[src/rtl/midori_sbox_serializer.sv]
// Serializer/deserializer around a 3-share pipelined Midori S-box.
// A 64-bit state in three Boolean shares is fed one nibble per cycle,
// LSB nibble first. The S-box outputs are re-collected SBOX_LAT cycles
// later, with no valid strobe from the S-box. Each share has its own lane,
// and no lane ever sees another share. The lanes share only control signals,
// which come from the cycle counter and the state machine.

module midori_share_lane #(
  parameter int W = 64
) (
  input  logic         clk,
  input  logic         rst,
  input  logic         load,
  input  logic         shift,
  input  logic         cap_en,
  input  logic         finish,
  input  logic [W-1:0] din,
  input  logic [3:0]   sbo,
  output logic [3:0]   nib,
  output logic [W-1:0] res
);

  logic [W-1:0] feed;
  logic [W-1:0] cap;

  // Feed shift register, registered S-box input, capture register and held result for one share
  always_ff @(posedge clk or posedge rst) begin
    if (rst) begin
      feed <= '0;
      nib  <= '0;
      cap  <= '0;
      res  <= '0;
    end else begin
      if (load) begin
        nib  <= din[3:0];
        feed <= din >> 4;
      end else if (shift) begin
        nib  <= feed[3:0];
        feed <= feed >> 4;
      end else begin
        nib  <= '0;
      end
      // Newest output enters at the top, so the first nibble ends up at the bottom
      if (cap_en) begin
        cap <= {sbo, cap[W-1:4]};
      end
      if (finish) begin
        res <= {sbo, cap[W-1:4]};
      end
    end
  end

endmodule

module midori_sbox_serializer #(
  parameter int SBOX_LAT = 3,
  parameter int NIBBLES  = 16
) (
  input  logic                 clk,
  input  logic                 rst,
  input  logic                 start,
  input  logic [4*NIBBLES-1:0] in_share1,
  input  logic [4*NIBBLES-1:0] in_share2,
  input  logic [4*NIBBLES-1:0] in_share3,
  output logic                 busy,
  output logic                 done,
  output logic [4*NIBBLES-1:0] out_share1,
  output logic [4*NIBBLES-1:0] out_share2,
  output logic [4*NIBBLES-1:0] out_share3,
  output logic [3:0]           sb_in1,
  output logic [3:0]           sb_in2,
  output logic [3:0]           sb_in3,
  input  logic [3:0]           sb_out1,
  input  logic [3:0]           sb_out2,
  input  logic [3:0]           sb_out3
);

  localparam int W  = 4 * NIBBLES;
  localparam int CW = $clog2(NIBBLES + SBOX_LAT + 1);

  // Counter values are the cycle number since the accepting edge
  localparam logic [CW-1:0] LAST_FEED = CW'(NIBBLES - 1);
  localparam logic [CW-1:0] CAP_FIRST = CW'(SBOX_LAT);
  localparam logic [CW-1:0] CAP_LAST  = CW'(NIBBLES - 1 + SBOX_LAT);

  typedef enum logic [1:0] {
    IDLE  = 2'd0,
    FEED  = 2'd1,
    DRAIN = 2'd2
  } state_t;

  state_t        state;
  state_t        state_nxt;
  logic [CW-1:0] cnt;
  logic          load;
  logic          shift;
  logic          cap_en;
  logic          finish;

  // State register
  always_ff @(posedge clk or posedge rst) begin
    if (rst) begin
      state <= IDLE;
    end else begin
      state <= state_nxt;
    end
  end

  // Next state and lane controls, all derived from state and the cycle counter
  always_comb begin
    state_nxt = state;
    busy      = 1'b0;
    load      = 1'b0;
    shift     = 1'b0;
    cap_en    = 1'b0;
    finish    = 1'b0;
    case (state)
      IDLE: begin
        if (start) begin
          load      = 1'b1;
          state_nxt = FEED;
        end
      end
      FEED: begin
        busy   = 1'b1;
        cap_en = (cnt >= CAP_FIRST);
        if (cnt == LAST_FEED) begin
          state_nxt = DRAIN;
        end else begin
          shift = 1'b1;
        end
      end
      DRAIN: begin
        busy   = 1'b1;
        cap_en = (cnt >= CAP_FIRST);
        if (cnt == CAP_LAST) begin
          finish    = 1'b1;
          state_nxt = IDLE;
        end
      end
      default: begin
        state_nxt = IDLE;
      end
    endcase
  end

  // Cycle counter (cleared on accept) and the registered completion pulse
  always_ff @(posedge clk or posedge rst) begin
    if (rst) begin
      cnt  <= '0;
      done <= 1'b0;
    end else begin
      done <= finish;
      if (load) begin
        cnt <= '0;
      end else if (state != IDLE) begin
        cnt <= cnt + CW'(1);
      end
    end
  end

  midori_share_lane #(.W(W)) u_lane1 (
    .clk(clk), .rst(rst), .load(load), .shift(shift), .cap_en(cap_en), .finish(finish),
    .din(in_share1), .sbo(sb_out1), .nib(sb_in1), .res(out_share1)
  );

  midori_share_lane #(.W(W)) u_lane2 (
    .clk(clk), .rst(rst), .load(load), .shift(shift), .cap_en(cap_en), .finish(finish),
    .din(in_share2), .sbo(sb_out2), .nib(sb_in2), .res(out_share2)
  );

  midori_share_lane #(.W(W)) u_lane3 (
    .clk(clk), .rst(rst), .load(load), .shift(shift), .cap_en(cap_en), .finish(finish),
    .din(in_share3), .sbo(sb_out3), .nib(sb_in3), .res(out_share3)
  );

endmodule

[config.mk]
export PLATFORM = sky130hd
export DESIGN_NAME = midori_sbox_serializer
export DESIGN_NICKNAME = d
export VERILOG_FILES = /design/src/rtl/midori_sbox_serializer.sv
export SDC_FILE = /design/constraint.sdc
export NUM_CORES = 1
export LEC_CHECK = 0
export CORE_MARGIN = 2
export CORE_UTILIZATION = 53
export DETAILED_ROUTE_END_ITERATION = 8
export PLACE_DENSITY_LB_ADDON = 0.1
export SKIP_LAST_GASP = 1
export SYNTH_ARGS = -nofsm -noshare
export SYNTH_HDL_FRONTEND = slang
export SYNTH_SLANG_ARGS = --single-unit
[constraint.sdc]
create_clock -name clk -period 22.3 [get_ports clk]
set_clock_uncertainty 0.2 [all_clocks]
set_input_delay 2.23 -clock clk [delete_from_list [all_inputs] [get_ports clk]]
set_output_delay 2.23 -clock clk [all_outputs]
set_load 0.01 [all_outputs]
==> results.sh, run 1 <==
export IMPL_fin_crit_sh_pct=28.4
export IMPL_cp_cell_sequence="clkdlybuf4s50_1, inv_8, buf_4, buf_4, buf_4, buf_4"
export IMPL_dieWidth_um=211
export IMPL_start_kind="input port"
export IMPL_max_freq_mhz=158
export IMPL_nNetsFinal=2217
export IMPL_synthesis_area_sq_um=22700
export IMPL_layout_drive_gt1_share_pct=17.6
export IMPL_cts_setup_buffers=0
export IMPL_wl_mm=51.6
export IMPL_finalHoldViolCount=0
export IMPL_synth_top_area_cell="dfrtp_1"
export IMPL_cap_viol_max_count=0
export IMPL_run_status="completed"
export IMPL_clk_pin_slew_ns=0.06
export IMPL_rsz0062_at_grt="false"
export IMPL_num_vias=13900
export IMPL_slew_violations=0
export IMPL_synth_edf_count=0
export IMPL_finalSetupViolCount=0
export IMPL_syn_num_nets=1834
export IMPL_cts_tree="built"
export IMPL_clk_path_buf_depth=3
export IMPL_gp_congestion=0.842
export IMPL_path_max_fanout=115
export IMPL_gr_usage_all_layers_pct=23.5
export IMPL_critPathSlowestCell="buf_4"
export IMPL_dp_worst_setup_slack_ns=15.07
export IMPL_ys_ff_latch=572
export IMPL_yosys_warnings=0
export IMPL_clock_sinks=572
export IMPL_mostFrequentLayoutCells="dfrtp_1 (572), clkdlybuf4s50_1 (412), mux2_2 (250)"
export IMPL_syn_to_final_growth_pct=27.9
export IMPL_layout_commonest_cell="dfrtp_1"
export IMPL_ir_drop_v=0.000107
export IMPL_die_h_um=211
export IMPL_wl_per_cell_um=19.9
export IMPL_yosysTopAreaCellShare_pct=63.0
export IMPL_power_density_nw_per_um2=123
export IMPL_hold_slack_ns=0.284
export IMPL_seq_area_frac_synth_pct=63.0
export IMPL_relSlewSlack_pct=20.8
export IMPL_ys_types=31
export IMPL_drt_initial_drc_count=992
export IMPL_cts_buffers=57
export IMPL_cts_root_buffer="clkbuf_16"
export IMPL_ctsResizeCount=0
export IMPL_die_area_sq_um=44500
export IMPL_cp_end_kind="async pin"
export IMPL_synthFlopType="dfrtp_1"
export IMPL_numPortBuffers=412
export IMPL_overflow=0
export IMPL_dr_pass1_iters=5
export IMPL_insertion_delay_ns=0.61
export IMPL_viasPerCell=5.35
export IMPL_cts_hold_buf=0
export IMPL_synthArstFlopShare_pct=100
export IMPL_critPathMaxStageDelay_ns=0.90
export IMPL_final_area_sq_um=29000
export IMPL_netlist_instances=1620
export IMPL_fin_setup_tns_ns=0
export IMPL_syn_avg_cell_area_sq_um=14.0
export IMPL_fillerInstances=3111
export IMPL_ios=413
export IMPL_grt_pass1_vias=14600
export IMPL_ctsHtreeMaxLevel=2
export IMPL_antenna_found_initial=17
export IMPL_tightest_slew_ns=1.18
export IMPL_p_leak_nw=12.6
export IMPL_dp_hpwl_mm=34.1
export IMPL_period_needed_ns=6.34
export IMPL_initial_core_util_pct=53.9
export IMPL_coreArea_sq_um=42100
export IMPL_criticalPathCategory="input port to async pin"
export IMPL_fin_ws_ns=15.96
export IMPL_path_delay_family="buffers and inverters"
export IMPL_placed_cell_area_sq_um=27100
export IMPL_synth_area_leaders="dfrtp_1 (63%), mux2_2 (12%), mux2i_1 (7.4%)"
export IMPL_cp_common_cell="buf_4"
export IMPL_drc=0
export IMPL_crit_buf_inv=6
export IMPL_arrival_ns=6.71
export IMPL_grt_max_degree=181
export IMPL_grt_pass1_wl_mm=81.4
export IMPL_hold_class="register to register"
export IMPL_postRouteAntennaNets=0
export IMPL_crit_required_ns=22.67
export IMPL_std_cell_rows=75
-- metrics by stage --
stage                     instances  util, %  power [W]
final                          2593     68.9    0.00357
after global routing           2589     68.9    0.00379
after CTS                      2585     68.9    0.00361
after detailed placement       2483     64.4    0.00265
after global placement         2483     64.4    0.00259
after floorplan                1620        -    0.00235
-- worst paths after layout --
| check | startpoint | to | slack (ns) | cells past startpoint |
|---|---|---|---|---|
| worst max-delay path | rst | u_lane2.res[29]$_DFFE_PP0P_ | 15.96 | 6 |
| worst min-delay path | u_lane2.res[1]$_DFFE_PP0P_ | u_lane2.res[1]$_DFFE_PP0P_ | 0.28 | 1 |
| worst max register to register | cnt[1]$_DFFE_PP0P_ | u_lane2.feed[30]$_DFFE_PP0P_ | 17.96 | 8 |
| worst min register to register | u_lane2.res[1]$_DFFE_PP0P_ | u_lane2.res[1]$_DFFE_PP0P_ | 0.28 | 1 |
| max in group clk | start | u_lane3.feed[19]$_DFFE_PP0P_ | 17.56 | 5 |
| min in group asynchronous | rst | u_lane1.cap[45]$_DFFE_PP0P_ | 1.97 | 2 |
-- cell families (layout without fill, tap and decap cells) --
family	count (synthesis)	in the layout	share of synthesized area [%]
DFF	572	572	63.0
muxes	541	541	25.9
AOI/OAI and AO/OA	205	205	5.06
and+or+nand+nor	185	185	3.21
buffers and inverters	110	536	2.41
adders and majority gates	7	7	0.386
other	0	8	0
-- synth_stat cells (2+ instances only) --
library cell	count
buf_2	32
dfrtp_1	572
o21ai_0	173
buf_4	23
mux2i_1	168
buf_1	2
nand2b_1	2
nor2b_1	2
nor2_1	5
inv_1	7
mux2_2	250
mux2_1	123
nand3b_1	2
ha_1	7
a211oi_1	2
clkbuf_1	44
nand2_1	169
a22o_1	24
-- metal layers --
layer	wire length [um]	vias to the layer above	global-route usage [%]
li1	-	6463	-
met1	21800	6977	30.4
met2	24000	325	36.6
met3	4340	97	8.65
met4	1310	20	8.14
met5	146	-	0
-- final cells by class --
type / count / area, sq um / share of cell area [%]
diodes: 8 / 20.0 / 0.0690
clock buffers: 88 / 1730 / 5.97
clock inverters: 14 / 134 / 0.461
inverters: 8 / 42.5 / 0.147
multi-input cells: 938 / 7860 / 27.1
flip-flops and latches: 572 / 14300 / 49.3
well taps: 539 / 674 / 2.32
repair buffers: 426 / 4250 / 14.7
-- power by group --
group          internal (W)  switching [W]
combinational      0.000527       0.000458
sequential          0.00141       0.000230
clock              0.000554       0.000389
total               0.00249        0.00108
-- registers in the layout, indices dropped and copies added (netlist names) --
register	cells
u_lane3.res	64
done	1
u_lane2.nib	4
u_lane3.cap	60
u_lane1.cap	60
u_lane1.res	64
u_lane2.feed	60
u_lane2.cap	60
u_lane1.nib	4
u_lane3.nib	4
u_lane2.res	64
cnt	5
u_lane1.feed	60
state	2
u_lane3.feed	60
-- worst register-to-register path: stages (launching register included) --
cell,delay (ns)
dfrtp_1,0.44
ha_1,0.26
and3_1,0.18
ha_1,0.22
nand2b_4,0.67
buf_4,0.92
buf_4,0.83
mux2i_1,0.35
o21ai_0,0.10
No activity file was read; power rests on OpenSTA's default activity.
==> inputs of run 2 (changes only) <==
--- a/config.mk
+++ b/config.mk
@@ -6,7 +6,7 @@
 export NUM_CORES = 1
 export LEC_CHECK = 0
 export CORE_MARGIN = 2
-export CORE_UTILIZATION = 53
+export CORE_UTILIZATION = 47
 export DETAILED_ROUTE_END_ITERATION = 8
 export PLACE_DENSITY_LB_ADDON = 0.1
 export SKIP_LAST_GASP = 1
==> constraint.sdc (replaced) <==
create_clock -name clk -period 5.08 [get_ports clk]
set_clock_uncertainty 0.2 [all_clocks]
set_input_delay 0.508 -clock clk [delete_from_list [all_inputs] [get_ports clk]]
set_output_delay 0.508 -clock clk [all_outputs]
set_load 0.01 [all_outputs]
==> results.sh, run 2 (same netlist as run 1, synthesis figures left out) <==
export IMPL_start_kind="register"
export IMPL_p_leak_nw=12.6
export IMPL_layout_drive_gt1_share_pct=18.2
export IMPL_grt_pass1_wl_mm=82.2
export IMPL_antenna_found_initial=17
export IMPL_wl_per_cell_um=19.2
export IMPL_cts_buffers=58
export IMPL_finalHoldViolCount=0
export IMPL_path_max_fanout=66
export IMPL_finalSetupViolCount=0
export IMPL_numPortBuffers=412
export IMPL_mostFrequentLayoutCells="dfrtp_1 (572), clkdlybuf4s50_1 (412), mux2_2 (250)"
export IMPL_dp_hpwl_mm=34.4
export IMPL_clk_path_buf_depth=3
export IMPL_gp_congestion=0.793
export IMPL_hold_class="input port to async pin"
export IMPL_std_cell_rows=80
export IMPL_syn_to_final_growth_pct=29.0
export IMPL_wl_mm=51.4
export IMPL_fin_crit_sh_pct=64.6
export IMPL_nNetsFinal=2221
export IMPL_arrival_ns=3.57
export IMPL_clk_pin_slew_ns=0.06
export IMPL_cts_tree="built"
export IMPL_insertion_delay_ns=0.61
export IMPL_run_status="completed"
export IMPL_grt_max_degree=197
export IMPL_tightest_slew_ns=1.15
export IMPL_overflow=0
export IMPL_ctsResizeCount=0
export IMPL_top_regs="u_lane1.res (64), u_lane2.res (64), u_lane3.res (64)"
export IMPL_slew_violations=0
export IMPL_fillerInstances=3842
export IMPL_rsz0062_at_grt="false"
export IMPL_path_delay_family="buffers and inverters"
export IMPL_viasPerCell=5.14
export IMPL_fin_cells=2680
export IMPL_cts_setup_buffers=0
export IMPL_ios=413
export IMPL_cts_root_buffer="clkbuf_16"
export IMPL_register_area_sq_um=14300
export IMPL_num_vias=13800
export IMPL_cap_viol_max_count=0
export IMPL_max_freq_mhz=305
export IMPL_timing_rr_end="u_lane2.res[33]$_DFFE_PP0P_"
export IMPL_period_needed_ns=3.28
export IMPL_critPathSlowestCell="inv_6"
export IMPL_reg2reg_slack_ns=1.80
export IMPL_dieWidth_um=224
export IMPL_die_h_um=224
export IMPL_power_density_nw_per_um2=537
export IMPL_initial_core_util_pct=47.6
export IMPL_ctsHtreeMaxLevel=2
export IMPL_r2r_start="cnt[0]$_DFFE_PP0P_"
export IMPL_layout_commonest_cell="dfrtp_1"
export IMPL_ir_drop_v=0.000479
export IMPL_drc=0
export IMPL_postRouteAntennaNets=0
export IMPL_gr_usage_all_layers_pct=20.8
export IMPL_cp_end_kind="register"
export IMPL_clock_sinks=572
export IMPL_rr_worst_depth=8
export IMPL_final_core_util_pct=61.3
export IMPL_dp_worst_setup_slack_ns=1.78
export IMPL_drt_initial_drc_count=724
export IMPL_criticalPathCategory="register to register"
export IMPL_place_inst=2562
export IMPL_coreArea_sq_um=47700
export IMPL_crit_buf_inv=4
export IMPL_critPathMaxStageDelay_ns=0.54
export IMPL_cp_cell_sequence="inv_1, ha_1, nand4bb_1, or2_2, buf_4, inv_6, buf_4, mux2_2"
export IMPL_fin_ws_ns=1.80
export IMPL_die_area_sq_um=50100
export IMPL_crit_required_ns=5.37
export IMPL_dr_pass1_iters=4
export IMPL_grt_pass1_vias=14500
export IMPL_relSlewSlack_pct=22.9
export IMPL_cts_hold_buf=0
export IMPL_multi_input_area_sq_um=7860
export IMPL_cp_common_cell="buf_4"
[run 2: how the worst max path moves through the flow]
stage                       start                          end  slack, ns  depth (start not counted)
6_report       cnt[0]$_DFFE_PP0P_  u_lane2.res[33]$_DFFE_PP0P_       1.80                          8
5_1_grt        cnt[0]$_DFFE_PP0P_  u_lane2.res[33]$_DFFE_PP0P_       1.54                          8
4_1_cts        cnt[0]$_DFFE_PP0P_  u_lane2.res[33]$_DFFE_PP0P_       1.75                          8
3_5_place_dp   cnt[0]$_DFFE_PP0P_  u_lane2.res[37]$_DFFE_PP0P_       1.78                          8
3_3_place_gp   cnt[0]$_DFFE_PP0P_  u_lane2.res[29]$_DFFE_PP0P_       1.83                          8
2_1_floorplan                 rst           cnt[0]$_DFFE_PP0P_      -3.42                          1
[run 2: worst reg2reg max path, cell delays in order, from the launching register on]
cell	delay (ns)
dfrtp_1	0.41
inv_1	0.11
ha_1	0.16
nand4bb_1	0.16
or2_2	0.33
buf_4	0.32
inv_6	0.55
buf_4	0.51
mux2_2	0.40
[run 2: through the flow]
stage	hold slack, ns	setup TNS (ns)	cell area (sq um)	total power [W]
5_1_grt	0.223	0	29300	0.0167
6_report	0.169	0	29300	0.0157
3_3_place_gp	0.267	0	27300	0.0114
2_1_floorplan	0.259	-1956.00	22700	0.0103
3_5_place_dp	0.275	0	27300	0.0116
4_1_cts	0.167	0	29300	0.0159
[run 2: power by group]
| part | switching (W) | total (W) | internal (W) |
|---|---|---|---|
| Sequential | 0.000982 | 0.00716 | 0.00618 |
| Clock | 0.00177 | 0.00424 | 0.00247 |
| Combinational | 0.00200 | 0.00432 | 0.00232 |
| Total | 0.00475 | 0.0157 | 0.0110 |
[run 2: metal layers]
layer	part of all wire, %	track usage, %
met4	1.8	5.96
met5	0.11	0
met1	43	27.3
met2	47	32.8
met3	7.6	7.36
[run 2: cell type report]
class / count / area share [%]
antenna: 10 / 0.0855
tap: 615 / 2.63
timing repair buffer: 429 / 14.9
multi-input combinational: 938 / 26.8
sequential: 572 / 48.9
clock inverter: 26 / 0.799
clock buffer: 82 / 5.78
inverter: 8 / 0.132
==> inputs of run 3 (changes only) <==
==> constraint.sdc (replaced) <==
create_clock -name clk -period 2.6 [get_ports clk]
set_clock_uncertainty 0.2 [all_clocks]
set_input_delay 0.26 -clock clk [delete_from_list [all_inputs] [get_ports clk]]
set_output_delay 0.26 -clock clk [all_outputs]
set_load 0.01 [all_outputs]
==> results.sh, run 3 (same netlist as run 1, synthesis figures left out) <==
export IMPL_run_status="completed"
export IMPL_cts_root_buffer="clkbuf_16"
export IMPL_dr_pass1_iters=5
export IMPL_max_freq_mhz=400
export IMPL_finalSetupViolCount=0
export IMPL_drc=0
export IMPL_wl_mm=52.5
export IMPL_syn_to_final_growth_pct=32.4
export IMPL_clk_pin_slew_ns=0.06
export IMPL_p_leak_nw=13.0
export IMPL_top_regs="u_lane1.res (64), u_lane2.res (64), u_lane3.res (64)"
export IMPL_hold_slack_ns=0.0264
export IMPL_period_needed_ns=2.50
export IMPL_fillerInstances=3710
export IMPL_drt_initial_drc_count=747
export IMPL_clk_path_buf_depth=3
export IMPL_wl_per_cell_um=19.3
export IMPL_slew_violations=0
export IMPL_die_area_sq_um=50100
export IMPL_num_vias=14100
export IMPL_multi_input_area_sq_um=7860
export IMPL_gp_congestion=0.805
export IMPL_hold_class="input port to register"
export IMPL_cts_buffers=58
export IMPL_clock_sinks=572
export IMPL_cts_setup_buffers=0
export IMPL_start_kind="register"
export IMPL_grt_pass1_vias=14600
export IMPL_grt_max_degree=169
export IMPL_dieWidth_um=224
export IMPL_viasPerCell=5.16
export IMPL_std_cell_rows=80
export IMPL_gr_usage_all_layers_pct=21.2
export IMPL_arrival_ns=2.04
export IMPL_path_max_fanout=3
export IMPL_layout_drive_gt1_share_pct=18.5
export IMPL_fin_setup_tns_ns=0
export IMPL_rsz0062_at_grt="false"
export IMPL_layout_commonest_cell="dfrtp_1"
export IMPL_ir_drop_v=0.000658
export IMPL_initial_core_util_pct=47.6
export IMPL_ios=413
export IMPL_cts_tree="built"
export IMPL_nNetsFinal=2274
export IMPL_fin_cells=2728
export IMPL_finalHoldViolCount=0
export IMPL_cap_viol_max_count=0
export IMPL_tightest_slew_ns=0.630
export IMPL_crit_required_ns=2.14
export IMPL_overflow=0
export IMPL_power_density_nw_per_um2=1050
export IMPL_coreArea_sq_um=47700
export IMPL_mostFrequentLayoutCells="dfrtp_1 (572), clkdlybuf4s50_1 (412), mux2_2 (250)"
export IMPL_grt_pass1_wl_mm=83.4
export IMPL_criticalPathCategory="register to output pin"
export IMPL_relSlewSlack_pct=58.0
export IMPL_antenna_found_initial=14
export IMPL_fin_crit_sh_pct=96.1
export IMPL_die_h_um=224
export IMPL_numPortBuffers=412
export IMPL_postRouteAntennaNets=0
export IMPL_dp_hpwl_mm=36.1
export IMPL_insertion_delay_ns=0.60
export IMPL_place_inst=2585
export IMPL_ctsHtreeMaxLevel=2
export IMPL_register_area_sq_um=14300
export IMPL_cp_end_kind="output pin"
-- run 3: changes by cell type in the layout (fill, tap and decap cells not counted), moves of 4 or more --
cell | previous run | this run
buf_4 | 9 | 15
clkinv_2 | 16 | 9
buf_12 | 8 | 25
clkbuf_1 | 9 | 13
bufinv_16 | 3 | 7
dlygate4sd3_1 | 0 | 30
clkinvlp_4 | 5 | 1
-- run 3: area by class of cell --
class | count | share of cell area, %
multi-input cells | 938 | 26.2
diodes | 8 | 0.0666
inverters | 8 | 0.137
flip-flops and latches | 572 | 47.6
clock inverters | 20 | 1.02
repair buffers | 482 | 16.8
clock buffers | 85 | 5.67
well taps | 615 | 2.56
-- run 3: timing repair --
item                       CTS  global route
hold buffers                30             0
setup endpoints to repair    0            30
hold endpoints to repair    71             0
gates resized for setup      0             2
-- run 3: critical path, cell delays in order (launching register included) --
cell             delay, ns
dfrtp_1               0.37
inv_1                 0.09
ha_1                  0.37
clkdlybuf4s50_1       0.62
-- run 3: final timing paths --
path	startpoint	to	slack, ns	cells past startpoint
setup / recovery	state[0]$_DFFE_PP0P_	busy	0.10	3
hold / removal	in_share1[30]	u_lane1.feed[26]$_DFFE_PP0P_	0.03	3
setup reg to reg	cnt[0]$_DFFE_PP0P_	u_lane1.res[56]$_DFFE_PP0P_	0.14	7
hold reg to reg	u_lane2.cap[5]$_DFFE_PP0P_	u_lane2.res[1]$_DFFE_PP0P_	0.28	1
max in group asynchronous	rst	u_lane2.res[26]$_DFFE_PP0P_	1.00	5
min in group asynchronous	rst	u_lane2.feed[30]$_DFFE_PP0P_	0.53	4
-- run 3: metal layers --
layer	vias up	GRT usage (%)	wire [um]	part of all wire (%)
li1	6564	-	-	-
met4	12	5.55	877	1.7
met3	68	6.27	3680	7.0
met5	-	0	78	0.15
met1	7093	28.4	22800	43
met2	330	34.1	25100	48
-- run 3: metrics by stage --
stage	total power (W)	setup slack [ns]	util, %	cell area, sq um
2_1_floorplan	0.0201	-5.65	-	22700
3_3_place_gp	0.0227	0.181	58.1	27700
3_5_place_dp	0.0231	0.123	58.1	27700
4_1_cts	0.0320	0.0325	62.9	30000
5_1_grt	0.0335	0.00831	62.9	30000
6_report	0.0316	0.102	62.9	30100
-- run 3: power by group --
group	internal, W	switching [W]	total [W]
logic	0.00486	0.00398	0.00884
registers	0.0121	0.00198	0.0141
clock network	0.00523	0.00344	0.00867
total	0.0222	0.00940	0.0316
